`src/rtl/pe_id_stream_gen.sv`:
```
// pe_id_stream_gen
//   Streams multicast tags for every PE of a runtime-sized array. On start
//   the layer mapping is latched and range-checked. A legal mapping produces
//   one YID beat per row and then one XID beat per PE in raster order,
//   column fastest, over a valid/ready handshake.
// Ports
//   clk, rst              clock, async active-high reset
//   start                 latch cfg_* and begin a stream (ignored while busy)
//   cfg_array_h/_w        rows/cols in use
//   cfg_kh, cfg_e         kernel height, ofmap rows per PE set
//   cfg_t_h, cfg_t_w      vertical/horizontal set replication
//   cfg_linear            FC mapping (KH treated as 1, ifmap broadcast)
//   out_valid/out_ready   beat handshake
//   out_is_x,row,col      beat kind and PE coordinate
//   filter/ifmap/ipsum/opsum_id  tags (YID beats use the low YID_W bits)
//   busy                  stream in progress
//   y_done, x_done        pulses after the last Y / last X beat is accepted
//   cfg_err               illegal mapping seen, sticky until next start
module pe_id_stream_gen #(
  parameter int ARRAY_H_MAX = 6,
  parameter int ARRAY_W_MAX = 8,
  parameter int XID_W       = 5,
  parameter int YID_W       = 3
) (
  input  logic             clk,
  input  logic             rst,
  input  logic             start,
  input  logic [2:0]       cfg_array_h,
  input  logic [3:0]       cfg_array_w,
  input  logic [1:0]       cfg_kh,
  input  logic [2:0]       cfg_e,
  input  logic [2:0]       cfg_t_h,
  input  logic [2:0]       cfg_t_w,
  input  logic             cfg_linear,
  output logic             out_valid,
  input  logic             out_ready,
  output logic             out_is_x,
  output logic [2:0]       out_row,
  output logic [3:0]       out_col,
  output logic [XID_W-1:0] filter_id,
  output logic [XID_W-1:0] ifmap_id,
  output logic [XID_W-1:0] ipsum_id,
  output logic [XID_W-1:0] opsum_id,
  output logic             busy,
  output logic             y_done,
  output logic             x_done,
  output logic             cfg_err
);

  typedef enum logic [1:0] {IDLE, CHECK, YGEN, XGEN} state_t;
  state_t state;

  // latched mapping; khe is the effective kernel height (1 in LINEAR)
  logic [2:0] h, e, t_h, t_w;
  logic [3:0] w;
  logic [1:0] kh, khe;
  logic       lin;

  // sub-counters standing in for r%KH, r/KH, c%e, c/e; ib = (c/e)*(KH+e-1)
  logic [1:0] kh_c, n_kh;
  logic [2:0] th_c, ew_c, tw_c, n_th, n_ew, n_tw, n_row;
  logic [3:0] n_col;
  logic [7:0] ib, n_ib;
  logic       n_is_x;
  logic [XID_W-1:0] t_f, t_i, t_p;

  logic accept, row_last, col_last, x_last, cfg_bad, load;

  assign accept   = out_valid && out_ready;
  assign row_last = (out_row == h - 3'd1);
  assign col_last = (out_col == w - 4'd1);
  assign x_last   = row_last && col_last;

  assign cfg_bad = (h == '0) || (w == '0) || (kh == '0) || (e == '0) ||
                   (t_h == '0) || (t_w == '0) ||
                   (int'(h) > ARRAY_H_MAX) || (int'(w) > ARRAY_W_MAX) ||
                   (int'(khe) * int'(t_h) > int'(h)) ||
                   (int'(e) * int'(t_w) > int'(w)) ||
                   ((int'(khe) + int'(e) - 1) * int'(t_w) >= (1 << XID_W));

  assign load = (state == CHECK && !cfg_bad) ||
                (state == YGEN && accept) ||
                (state == XGEN && accept && !x_last);

  // next beat position and its tags; outputs are registered from these
  always_comb begin
    n_is_x = out_is_x; n_row = out_row; n_col = out_col;
    n_kh = kh_c; n_th = th_c; n_ew = ew_c; n_tw = tw_c; n_ib = ib;
    if (state == CHECK || (state == YGEN && row_last)) begin
      n_is_x = (state == YGEN);
      n_row = '0; n_col = '0; n_kh = '0; n_th = '0;
      n_ew = '0; n_tw = '0; n_ib = '0;
    end else if (state == YGEN || (state == XGEN && col_last)) begin
      n_row = out_row + 3'd1;
      n_col = '0; n_ew = '0; n_tw = '0; n_ib = '0;
      if (kh_c == khe - 2'd1) begin
        n_kh = '0;
        n_th = th_c + 3'd1;
      end else begin
        n_kh = kh_c + 2'd1;
      end
    end else begin
      n_col = out_col + 4'd1;
      if (ew_c == e - 3'd1) begin
        n_ew = '0;
        n_tw = tw_c + 3'd1;
        n_ib = ib + 8'(khe) + 8'(e) - 8'd1;
      end else begin
        n_ew = ew_c + 3'd1;
      end
    end

    t_f = '1; t_i = '1; t_p = '1;
    if (!n_is_x) begin
      if (n_th < t_h) begin
        t_f = XID_W'(YID_W'(n_row));
        t_i = XID_W'(YID_W'(n_th));   // th == r when khe is 1
        t_p = t_i;
      end else begin
        t_f = XID_W'({YID_W{1'b1}});
        t_i = t_f;
        t_p = t_f;
      end
    end else if (n_th < t_h && n_tw < t_w) begin
      t_p = XID_W'(n_col);            // ew + e*tw collapses to c
      if (lin) begin
        t_f = XID_W'(n_col);
        t_i = '0;
      end else begin
        t_f = XID_W'(n_tw);
        t_i = XID_W'(8'(n_kh) + 8'(n_ew) + n_ib);
      end
    end
  end

  always_ff @(posedge clk or posedge rst) begin
    if (rst) begin
      state <= IDLE;
      busy <= 1'b0; cfg_err <= 1'b0; out_valid <= 1'b0;
      y_done <= 1'b0; x_done <= 1'b0;
      h <= '0; w <= '0; kh <= '0; khe <= '0; e <= '0;
      t_h <= '0; t_w <= '0; lin <= 1'b0;
    end else begin
      y_done <= 1'b0;
      x_done <= 1'b0;
      case (state)
        IDLE: if (start) begin
          h <= cfg_array_h; w <= cfg_array_w; kh <= cfg_kh;
          khe <= cfg_linear ? 2'd1 : cfg_kh;
          e <= cfg_e; t_h <= cfg_t_h; t_w <= cfg_t_w; lin <= cfg_linear;
          cfg_err <= 1'b0;
          busy <= 1'b1;
          state <= CHECK;
        end
        CHECK: if (cfg_bad) begin
          cfg_err <= 1'b1;
          busy <= 1'b0;
          state <= IDLE;
        end else begin
          out_valid <= 1'b1;
          state <= YGEN;
        end
        YGEN: if (accept && row_last) begin
          y_done <= 1'b1;
          state <= XGEN;
        end
        XGEN: if (accept && x_last) begin
          out_valid <= 1'b0;
          x_done <= 1'b1;
          busy <= 1'b0;
          state <= IDLE;
        end
        default: state <= IDLE;
      endcase
    end
  end

  always_ff @(posedge clk or posedge rst) begin
    if (rst) begin
      out_is_x <= 1'b0; out_row <= '0; out_col <= '0;
      kh_c <= '0; th_c <= '0; ew_c <= '0; tw_c <= '0; ib <= '0;
      filter_id <= '0; ifmap_id <= '0; ipsum_id <= '0; opsum_id <= '0;
    end else if (load) begin
      out_is_x <= n_is_x; out_row <= n_row; out_col <= n_col;
      kh_c <= n_kh; th_c <= n_th; ew_c <= n_ew; tw_c <= n_tw; ib <= n_ib;
      filter_id <= t_f; ifmap_id <= t_i; ipsum_id <= t_p; opsum_id <= t_p;
    end
  end

endmodule
```
`config.mk`:
```
export PLATFORM = sky130hd
export DESIGN_NAME = pe_id_stream_gen
export DESIGN_NICKNAME = d
export VERILOG_FILES = /design/src/rtl/pe_id_stream_gen.sv
export SDC_FILE = /design/constraint.sdc
export NUM_CORES = 1
export LEC_CHECK = 0
export BUFFER_PORTS_ARGS = -buffer_cell sky130_fd_sc_hd__buf_2
export CAP_MARGIN = 10
export CORE_ASPECT_RATIO = 0.8
export CORE_MARGIN = 5
export CORE_UTILIZATION = 50
export CTS_BUF_LIST = sky130_fd_sc_hd__clkbuf_4 sky130_fd_sc_hd__clkbuf_8
export DETAILED_ROUTE_END_ITERATION = 8
export GPL_TIMING_DRIVEN = 0
export PLACE_DENSITY = 0.71
export SYNTH_ARGS = -nofsm -noshare
export SYNTH_HDL_FRONTEND = slang
export SYNTH_SLANG_ARGS = --single-unit
```
`constraint.sdc`:
```
create_clock -name clk -period 5.3 [get_ports clk]
set_input_delay 0.265 -clock clk [delete_from_list [all_inputs] [get_ports clk]]
set_output_delay 0.265 -clock clk [all_outputs]
set_load 0.02 [all_outputs]
```
## Word level (Yosys, flattened, before mapping)

Index checks and enable logic that the tools add are counted.

- Register bits: 70

- Add/sub/neg operators: 17
- Multipliers: 3
- Magnitude comparators: 7
- Equality and inequality tests: 12
- Mux-type cells: 49
- Reduce and logical (&&, ||, !) cells: 42

Operator list:

| cell | number |
|---|---|
| 3-bit two-way mux | 13 |
| 5-bit two-way mux | 7 |
| 8-bit two-way mux | 3 |
| 2-bit two-way mux | 8 |
| 1-bit logical OR | 14 |
| 3-bit by 1-bit adder with 3-bit output, second input constant | 4 |
| 3-bit zero test | 4 |
| 4-bit two-way mux | 3 |
| 1-bit logical AND | 11 |
| 1-bit two-way mux | 11 |
| 9-bit by 7-bit >= comparator with 1-bit output, second input constant | 1 |
| 5-bit by 4-bit multiplier with 9-bit output | 1 |
| 3-bit AND reduction | 3 |
| 2-bit by 3-bit adder with 4-bit output | 2 |
| 8-bit by 2-bit adder with 8-bit output | 1 |
| 8-bit by 3-bit adder with 8-bit output | 1 |
| 2-bit case mux with 4 select lines | 1 |
| 8-bit by 1-bit subtractor with 8-bit output, second input constant | 1 |
| 3-bit equality test | 2 |
| 6-bit by 4-bit greater-than comparator with 1-bit output | 1 |
| 3-bit < comparator | 2 |
| 3-bit by 3-bit multiplier with 6-bit output | 1 |
| 2-bit != test, second input constant | 3 |
| 3-bit by 1-bit subtractor with 3-bit output, second input constant | 2 |
| other kinds (24) | 30 |

## Longest topological paths before layout

Gate-level depths: netlist of run 1.

- Depth in word-level cells: 15
- Depth in mapped cells: 22

## Worst setup path before layout of run 1

Ideal clock, no wire load.

- Path type: register to register
- Start: register khe[1]
- End: register ew_c[2]
- Setup time: 0.125 ns
- Data arrival time: 4.686 ns
- Setup slack: 0.490 ns
- Stages on the path, launching flop included: 19
- Path buffers: 1
- Period minus slack after synthesis: 4.810 ns
- Path through: dfrtp_1 inv_1 ha_1 inv_1 ha_1 fa_1 and2_1 ha_1 fa_1 inv_1 fa_1 nand3b_1 a21oi_1 a211oi_1 xnor2_1 a21boi_4 a31oi_1 clkbuf_1 mux2_2

- Cells in the longest elaborated chain, start to end: 9
- Elaborated cells on any way between the ends: 13
- Classes of those cells: add/sub (2); mul (2); order compare (2); reduce/logical (7)

RTL lines:

| item | line | RTL |
|---|---|---|
| start, declared | 56 | `logic [1:0] kh, khe;` |
| start signal, assigned | 149 | `khe <= cfg_linear ? 2'd1 : cfg_kh;` |
| 2-bit by 3-bit adder with 4-bit output or 2-bit by 3-bit multiplier with 5-bit output (tied branches) | 79, 77 |  |
| 4-bit by 1-bit subtractor with 5-bit output or 5-bit by 3-bit greater-than comparator with 1-bit output (tied branches) | 79, 77 |  |
| 5-bit by 4-bit multiplier with 9-bit output or 1-bit logical OR (tied branches) | 79, 76 |  |
| 9-bit by 7-bit >= comparator with 1-bit output or 1-bit logical OR (tied branches) | 79, 77 |  |
| 1-bit logical OR * | 78 | `(int'(e) * int'(t_w) > int'(w)) \|\|` |
| 1-bit zero test * | 81 | `assign load = (state == CHECK && !cfg_bad) \|\|` |
| 1-bit logical AND * | 81 |  |
| 1-bit logical OR * | 81 |  |
| 1-bit logical OR * | 82 | `(state == YGEN && accept) \|\|` |
| end signal, assigned | 185 | `kh_c <= n_kh; th_c <= n_th; ew_c <= n_ew; tw_c <= n_tw; ib <= n_ib;` |
| end, declared | 61 | `logic [2:0] th_c, ew_c, tw_c, n_th, n_ew, n_tw, n_row;` |

Every way passes the cells marked *; elsewhere a longest branch is shown, timed or not.
A chain may end at the register's enable or synchronous reset.

## Worst setup path in the final report of run 1

- Start: register e[1]
- End: register ew_c[0]

- Cells in the longest elaborated chain, start to end: 13
- Elaborated cells on any way between the ends: 24
- Classes of those cells: add/sub (3); mul (2); order compare (2); eq/ne (1); mux (3); reduce/logical (13)

RTL lines:

| item | line | RTL |
|---|---|---|
| start, declared | 54 | `logic [2:0] h, e, t_h, t_w;` |
| start signal, assigned | 150 | `e <= cfg_e; t_h <= cfg_t_h; t_w <= cfg_t_w; lin <= cfg_linear;` |
| parallel branches: the longest is 13 deep, another holds 5-bit by 4-bit multiplier with 9-bit output | -- |  |

Several ways; the timed one is not identified.

==> results of run 1 <==
==> synth_stat cells, types with 2 or more instances <==
cell type	number
nand2_1	61
mux2_2	21
nor2b_1	13
buf_4	6
and2_1	13
xor2_1	15
xnor3_1	2
inv_1	66
nand2b_1	4
o21ai_0	48
and3_1	4
fa_1	14
buf_1	3
a2111oi_2	2
nand4_1	3
a21oi_1	33
ha_1	59
buf_2	3
nand3b_1	3
a21o_1	2
dfrtp_1	66
a2111oi_0	2
mux2i_1	5
a211oi_1	5
a31oi_1	3
nor3_1	6
o21ai_1	3
xnor2_1	13
nor3b_1	3
o22ai_1	5
nand3_1	14
o31ai_1	6
nor2_1	39
clkbuf_1	12
==> worst max-delay path: stages, from the launching register on <==
cell and delay (ns):
dfrtp_1 0.36, inv_1 0.10, ha_1 0.34, inv_1 0.06, ha_1 0.22, fa_1 0.48, and2_1 0.19, ha_1 0.32
fa_1 0.57, inv_1 0.06, fa_1 0.40, nand3b_1 0.20, a21oi_2 0.19, a211oi_2 0.08, xnor2_2 0.23, a21boi_4 0.14
a31oi_4 0.23, buf_6 0.18, clkbuf_4 0.21, mux2_2 0.34
==> path summary, 6_finish.rpt <==
path                             start          end  depth (start not counted)
min in group clk            cfg_t_w[2]       t_w[2]                          3
hold reg to reg            ifmap_id[3]  ifmap_id[3]                          2
setup / recovery                  e[1]      ew_c[0]                         19
max in group asynchronous          rst       khe[1]                          2
setup reg to reg                  e[1]      ew_c[0]                         19
hold / removal                     rst       y_done                          2
==> through the flow <==
| step | TNS, ns | utilization [%] |
|---|---|---|
| floorplan | 0 | - |
| global placement | -3.21 | 55.0 |
| detailed placement | -4.13 | 55.0 |
| CTS | 0 | 56.8 |
| global route | -0.000981 | 57.1 |
| finish | 0 | 57.1 |
==> routing by layer <==
metal | track usage (%) | vias to the layer above | routed length [microns]
met3 | 4.99 | 13 | 757
met4 | 5.70 | 0 | 164
met2 | 34.7 | 130 | 5880
met1 | 27.5 | 2059 | 5500
li1 | - | 2067 | -
met5 | 0 | - | 0
==> kinds of logic after synthesis <==
| family | count (synthesis) | synth area share [%] |
|---|---|---|
| XOR/XNOR | 31 | 6.11 |
| multiplexers | 26 | 5.58 |
| adder cells (fa/ha/maj) | 73 | 19.8 |
| AO/OA/AOI/OAI | 119 | 14.0 |
| AND/OR/NAND/NOR | 166 | 15.0 |
| flip-flops | 66 | 32.1 |
| buffers and inverters | 92 | 7.38 |
==> flip-flops by register name (all words and copies together), names as in the netlist, 2 cells and up, named ones only <==
name       cells
kh             2
tw_c           3
out_row        3
filter_id      5
ib             5
w              4
h              3
t_w            3
th_c           3
ew_c           3
ifmap_id       5
e              3
khe            2
t_h            3
kh_c           2
opsum_id       4
out_col        4
==> layout by cell type, fill, tap and decap left out, types with 7 or more instances in the layout <==
master    synthesis  routed
dfrtp_1          66      65
inv_1            66      64
nand2_1          61      61
ha_1             59      59
buf_2             3      57
o21ai_0          48      47
nor2_1           39      39
a21oi_1          33      31
mux2_2           21      21
xor2_1           15      15
nand3_1          14      14
fa_1             14      14
and2_1           13      13
nor2b_1          13      13
xnor2_1          13      12
clkbuf_8          0       9
clkbuf_1         12       8
buf_4             6       7
==> final cells by class <==
cell class / instances / area share, %
Multi-Input combinational cell: 415 / 54.2
Sequential cell: 66 / 28.5
Timing Repair Buffer: 56 / 4.87
Inverter: 67 / 4.38
Tap cell: 140 / 3.02
Clock buffer: 11 / 2.39
Buffer: 25 / 2.33
Clock inverter: 4 / 0.345
==> timing repair <==
| item | CTS | global route |
|---|---|---|
| pin swaps | 0 | 2 |
| resized for setup | 6 | 10 |
| endpoints found under the setup margin | 33 | 38 |
| buffers inserted | 0 | 1 |
| hold buffers | 0 | 0 |
==> run metrics, run 1 <==
status completed; Crit path required time 5.54 ns; H-Tree Depth 3; Pins Over Slew Limit 0; largest fanout on the critical path 10; gp weighted congestion 0.925; Layout Skew 0.00674 ns; pre-CTS setup slack -0.284 ns; Clock Tree Root clkbuf_8; FF-to-FF setup slack 0.27 ns; Most used DFF post-synth dfrtp_1; sequential share of the synthesized area 32.1%; drt pass-1 iters 5; detailed router's first-iteration violation count 241; Finished Cell Area 5800 sq um; Post-synth EDFFs 0; Port Buf Inserts 55; multi-input logic area 3140 sq um; Netlist cell types 50; Num CTS Buffers 9; die width 123 microns; syn nets 669; die height 101 microns; Synth area leader dfrtp_1; WL final 12300 microns; final hold violation count 0; total core area 10200 sq um; site row count 33; first-pass GRT wire length 20400 microns; Synth Cell Area 5140 sq um; area share of the largest cell type after synthesis 32.1%; final clock period utilization by the worst path 94.9%; drt wl/cell 15.7 microns; DRC errors left 0; DR vias 4269; Synth async-reset ratio 100%; num ports 56; clock sink total 66; worst skew pair latency 0.35 ns; Die Area 12400 sq um; synthesized flop and latch total 66; CP Launch Type register; Syn Inst Count 573; count of nets after finishing 736; Avg Cell Area, Syn 8.97 sq um; # placed instances 768; share of cells above drive strength 1 18.6%; Worst-path clk slew 0.07 ns; Area growth, synth to finish 12.9%; Max Root-Sink Buffers 2; GRT Total Usage 21.0%; max frequency 199 MHz; arrival time at the worst endpoint 5.27 ns; DRT antenna net count 0; initial core utilization 50.6%; HP Class in -> async; fill cell count 916; initial antenna violation count 0; final worst slack 0.269 ns; filler-free cell count of the finished design 784; yosys warns 0; Area contributors post-synth dfrtp_1 32%, ha_1 14%, fa_1 5.5%; number of global-route vias before repair 4312; # setup viols final 0; via/cell ratio 5.45; Tmin final 5.03 ns; Storage cell area 1650 sq um; Congestion Overflow GR 0; Worst Max-Slew Pin Slew 1.00 ns; number of max-cap violations 0; diode count 0; Hold Slack 0.0745 ns; HPWL Detailed 9740 microns; Critical Path End Type register; largest net degree at the start of global routing 67; placed inst area 5590 sq um; CTS tree done; crit path kind reg -> reg; Max-slew headroom 32.5%
Power of run 1 is left out: the tool's default activity adds up to more than one toggle a clock period on the data nets, which glitch-free logic cannot reach.
==> run 2: changes to the inputs <==
--- a/config.mk
+++ b/config.mk
@@ -7,7 +7,7 @@
 export LEC_CHECK = 0
 export BUFFER_PORTS_ARGS = -buffer_cell sky130_fd_sc_hd__buf_2
 export CAP_MARGIN = 10
-export CORE_ASPECT_RATIO = 0.8
+export CORE_ASPECT_RATIO = 1.5
 export CORE_MARGIN = 5
 export CORE_UTILIZATION = 50
 export CTS_BUF_LIST = sky130_fd_sc_hd__clkbuf_4 sky130_fd_sc_hd__clkbuf_8
==> run metrics, run 2 (synthesis gave the netlist of run 1 again) <==
DR vias 4311 (+0.98%); Tmin final 4.99 ns (-0.0436 ns); crit path kind reg -> reg; number of global-route vias before repair 4321 (+0.21%); site row count 45 (+36%); final clock period utilization by the worst path 94.1% (-0.82 points); Max-slew headroom 36.4% (+3.9 points); CTS Hold Bufs 0 (unchanged); max frequency 201 MHz (+0.87%); detailed router's first-iteration violation count 191 (-21%); die height 134 microns (+33%); largest net degree at the start of global routing 67 (unchanged); WL final 12400 microns (+1.1%); Worst Max-Slew Pin Slew 0.942 ns (-0.0583 ns); clock sink total 66 (unchanged); diode count 0 (unchanged); first-pass GRT wire length 20900 microns (+2.6%); drt wl/cell 16.3 microns (+3.9%); drt pass-1 iters 8 (+3); # setup viols final 0 (unchanged); RSZ-0062 raised after global routing false; Clock Tree Root clkbuf_8; share of cells above drive strength 1 18.7% (+0.097 points); worst skew pair latency 0.35 ns (about the same); number of max-cap violations 0 (unchanged); HP Class in -> async; most frequent cells in the layout 65 x dfrtp_1, 64 x inv_1, 61 x nand2_1, 59 x ha_1, 57 x buf_2; GRT Total Usage 21.2% (+0.24 points); via/cell ratio 5.65 (+3.8%); Max Root-Sink Buffers 2 (unchanged); die width 92.8 microns (-25%); DRC errors left 0 (unchanged); final worst slack 0.313 ns (+0.0436 ns); Critical Path End Type register; Crit path required time 5.54 ns (about the same); H-Tree Depth 3 (unchanged); initial antenna violation count 0 (unchanged); Port Buf Inserts 55 (unchanged); Top Registers filter_id (5), ib (5), ifmap_id (5); Congestion Overflow GR 0 (unchanged); HPWL Detailed 9810 microns (+0.74%); status completed; total core area 10100 sq um (-0.78%); pre-CTS setup slack -0.240 ns (+0.0436 ns); final hold violation count 0 (unchanged); CP Launch Type register; count of nets after finishing 737 (+0.14%); gp weighted congestion 0.925 (about the same); initial core utilization 51.0% (+0.40 points); Worst-path clk slew 0.07 ns (about the same); Layout Skew 0.00732 ns (+0.000574 ns); num ports 56 (unchanged); Num CTS Buffers 9 (unchanged); largest fanout on the critical path 10 (unchanged); CTS tree done; Pins Over Slew Limit 0 (unchanged); most common cell after layout, fill and taps aside dfrtp_1; arrival time at the worst endpoint 5.22 ns (-0.05 ns); Die Area 12400 sq um (+0.23%); Area growth, synth to finish 12.6%; DRT antenna net count 0 (unchanged)
==> run 2: cell types whose count changed in the layout (fill, tap and decap cells not counted) <==
cell	change
clkbuf_1	+1
clkbuf_8	+1
buf_4	+1
a31oi_2	+1
a31oi_4	-1
clkbuf_4	+1
clkbuf_2	-1
clkinv_2	-1
==> run 2: per-stage QoR <==
step           TNS (ns)  hold WS (ns)  instance area, sq um  std cells  util [%]
5_1_grt               0         0.124                  5790        763      57.4
2_1_floorplan         0         0.382                  5140        573         -
3_5_place_dp      -2.92         0.468                  5560        745      55.2
4_1_cts               0         0.108                  5740        761      57.0
3_3_place_gp      -1.51         0.469                  5560        745      55.2
6_report              0        0.0957                  5790        763      57.4
==> run 2: critical path: stages (launching register included) <==
cell	delay [ns]
dfrtp_1	0.37
inv_1	0.11
ha_1	0.34
inv_1	0.05
ha_1	0.22
fa_1	0.47
and2_1	0.18
ha_1	0.31
fa_1	0.57
inv_1	0.06
fa_1	0.41
nand3b_1	0.20
a21oi_2	0.19
a211oi_2	0.09
xnor2_2	0.21
a21boi_4	0.11
a31oi_2	0.24
buf_6	0.19
clkbuf_4	0.22
mux2_2	0.35
==> run 2: final timing paths <==
kind / from / endpoint / slack, ns / cells past startpoint
worst max-delay path: e[1] / ew_c[0] / 0.31 / 19
worst min-delay path: rst / e[2] / 0.1 / 2
worst max register to register: e[1] / ew_c[0] / 0.31 / 19
worst min register to register: filter_id[0] / filter_id[0] / 0.49 / 2
max in group asynchronous: rst / khe[1] / 4.61 / 2
min in group clk: cfg_array_w[2] / w[2] / 0.12 / 3
==> run 2: cell type report <==
cell class / count / area, sq um
Buffer: 25 / 134
Clock buffer: 13 / 160
Clock inverter: 3 / 15.0
Fill cell: 887 / 4290
Inverter: 67 / 254
Multi-Input combinational cell: 415 / 3130
Sequential cell: 66 / 1650
Tap cell: 117 / 146
Timing Repair Buffer: 57 / 290
==> run 2: layer usage <==
metal  GRT usage (%)  routed length (microns)
met1            25.3                     5110
met2            36.3                     6200
met3            2.97                      532
met4            11.7                      602
met5               0                        0
==> run 2: repair_timing <==
| item | CTS | global route |
|---|---|---|
| pin swaps | 0 | 1 |
| buffers inserted | 0 | 2 |
| setup endpoints to repair | 24 | 38 |
| resized for setup | 3 | 10 |
Power of run 2 is left out for the same reason.
==> run 3: changes to the inputs <==
==> config.mk (replaced) <==
export PLATFORM = sky130hd
export DESIGN_NAME = pe_id_stream_gen
export DESIGN_NICKNAME = d
export VERILOG_FILES = /design/src/rtl/pe_id_stream_gen.sv
export SDC_FILE = /design/constraint.sdc
export NUM_CORES = 1
export LEC_CHECK = 0
export ABC_AREA = 0
export CAP_MARGIN = 10
export CORE_ASPECT_RATIO = 1.5
export CORE_MARGIN = 5
export CORE_UTILIZATION = 50
export CTS_BUF_LIST = sky130_fd_sc_hd__clkbuf_4 sky130_fd_sc_hd__clkbuf_8
export DETAILED_ROUTE_END_ITERATION = 8
export DONT_BUFFER_PORTS = 1
export GPL_TIMING_DRIVEN = 0
export PLACE_DENSITY = 0.66
export SYNTH_ARGS = -nofsm -noshare
export SYNTH_HDL_FRONTEND = slang
export SYNTH_SLANG_ARGS = --single-unit
==> run metrics, run 3 (synthesis gave the netlist of run 1 again) <==
r2r startpoint khe[1]; Hold Startpoint cfg_array_h[0]; die width 92.8 microns (unchanged); Die Area 12400 sq um (unchanged); Worst Max-Slew Pin Slew 0.838 ns (-0.103 ns); met1 usage 24.8% (-0.50 points); most common cell after layout, fill and taps aside dfrtp_1; # setup viols final 0 (unchanged); Worst-path clk slew 0.07 ns (about the same); Max-slew headroom 43.5% (+7.1 points); post-layout util 55.3% (-2.1 points); DR vias 3977 (-7.7%); diode count 0 (unchanged); final clock period utilization by the worst path 95.3% (+1.2 points); Layout Skew 0.0127 ns (+0.00536 ns); status completed; share of cells above drive strength 1 11.9% (-6.8 points); first-pass GRT wire length 20800 microns (-0.36%); HPWL Detailed 9950 microns (+1.5%); critical path, cell by cell inv_1 > ha_4 > inv_1 > ha_1 > fa_1 > and2_1 > ha_1 > fa_1 > inv_1 > fa_1 > nand3b_1 > a21oi_2 > a211oi_1 > xnor2_1 > a21boi_4 > a31oi_4 > buf_2 > mux2_2; Port Buf Inserts 0 (-100%); die height 134 microns (unchanged); fill cell count 902 (+1.7%); CP Launch Type register; Crit path buffers/inverters 4 (-1); FF-to-FF setup slack 0.25 ns (-0.06 ns); drt pass-1 iters 5 (-3); critical path's top delay family adder cells; worst skew pair latency 0.36 ns (about the same); Crit path required time 5.53 ns (about the same); final hold violation count 0 (unchanged); largest net degree at the start of global routing 67 (unchanged); GRT Total Usage 21.3% (+0.059 points); drt wl/cell 17.6 microns (+7.9%); Pins Over Slew Limit 0 (unchanged); num ports 56 (unchanged); most frequent cells in the layout 65 x dfrtp_1, 63 x inv_1, 61 x nand2_1, 58 x ha_1, 48 x o21ai_0; Max Root-Sink Buffers 2 (unchanged); total core area 10100 sq um (unchanged); CP max stage cell fa_1; HP Class in -> reg; Congestion Overflow GR 0 (unchanged); site row count 45 (unchanged); WL final 12500 microns (+0.68%); crit path kind reg -> reg; number of global-route vias before repair 4139 (-4.2%); slowest stage delay, CP 0.57 ns (about the same); Area growth, synth to finish 8.40%; busiest layer in global routing met2; count of nets after finishing 687 (-6.8%); Tmin final 5.05 ns (+0.0634 ns); via/cell ratio 5.59 (-1.1%); met2 GRT Util 38.4% (+2.1 points); number of max-cap violations 0 (unchanged); Num CTS Buffers 9 (unchanged); max frequency 198 MHz (-1.3%); routing usage on met3 4.21% (+1.2 points); H-Tree Depth 3 (unchanged); Top Registers filter_id (5), ib (5), ifmap_id (5); crit path launch khe[1]; DRT antenna net count 0 (unchanged); Critical Path End Type register; clock sink total 66 (unchanged); initial core utilization 51.0% (unchanged); arrival time at the worst endpoint 5.28 ns (+0.06 ns); detailed router's first-iteration violation count 208 (+8.9%); CTS tree done; Clock Tree Root clkbuf_8; largest fanout on the critical path 10 (unchanged); initial antenna violation count 0 (unchanged); DRC errors left 0 (unchanged); gp weighted congestion 0.925 (about the same)
run 3: layer usage:
layer,wire length [microns],share of wire [%]
met5,0,0
met2,6620,53
met4,273,2.2
met1,5090,41
met3,541,4.3
run 3: final timing paths:
check                                to  depth (start not counted)
worst max-delay path            ew_c[2]                         18
min in group asynchronous        t_w[0]                          2
max in group asynchronous        khe[1]                          2
worst min-delay path               h[0]                          2
worst min register to register    kh[0]                          1
worst max register to register  ew_c[2]                         18
run 3: final cells by class:
class	instances	area [sq um]	area share, %
Buffer	25	135	2.43
Multi-Input combinational cell	415	3150	56.5
Clock buffer	13	166	2.99
Tap cell	117	146	2.63
Clock inverter	2	12.5	0.225
Sequential cell	66	1650	29.7
Inverter	67	254	4.56
Timing Repair Buffer	7	55.1	0.989
run 3: what timing repair did:
item | CTS | global route
hold buffers | 1 | 0
endpoints found under the hold margin | 25 | 0
pin swaps | 1 | 3
resized for setup | 4 | 14
setup endpoints to repair | 33 | 38
setup buffers | 0 | 6
run 3: stage by stage:
step	worst slack, ns	hold slack (ns)	std cells	cell area, sq um	TNS [ns]
after global placement	-0.148	0.386	690	5280	-1.36
after floorplan	0.490	0.382	573	5140	0
final	0.249	0.0330	712	5570	0
after detailed placement	-0.319	0.368	690	5290	-4.94
after global routing	-0.00725	0.0265	712	5570	-0.0173
after CTS	0.0206	0.0263	706	5490	0
Power of run 3 is left out for the same reason.
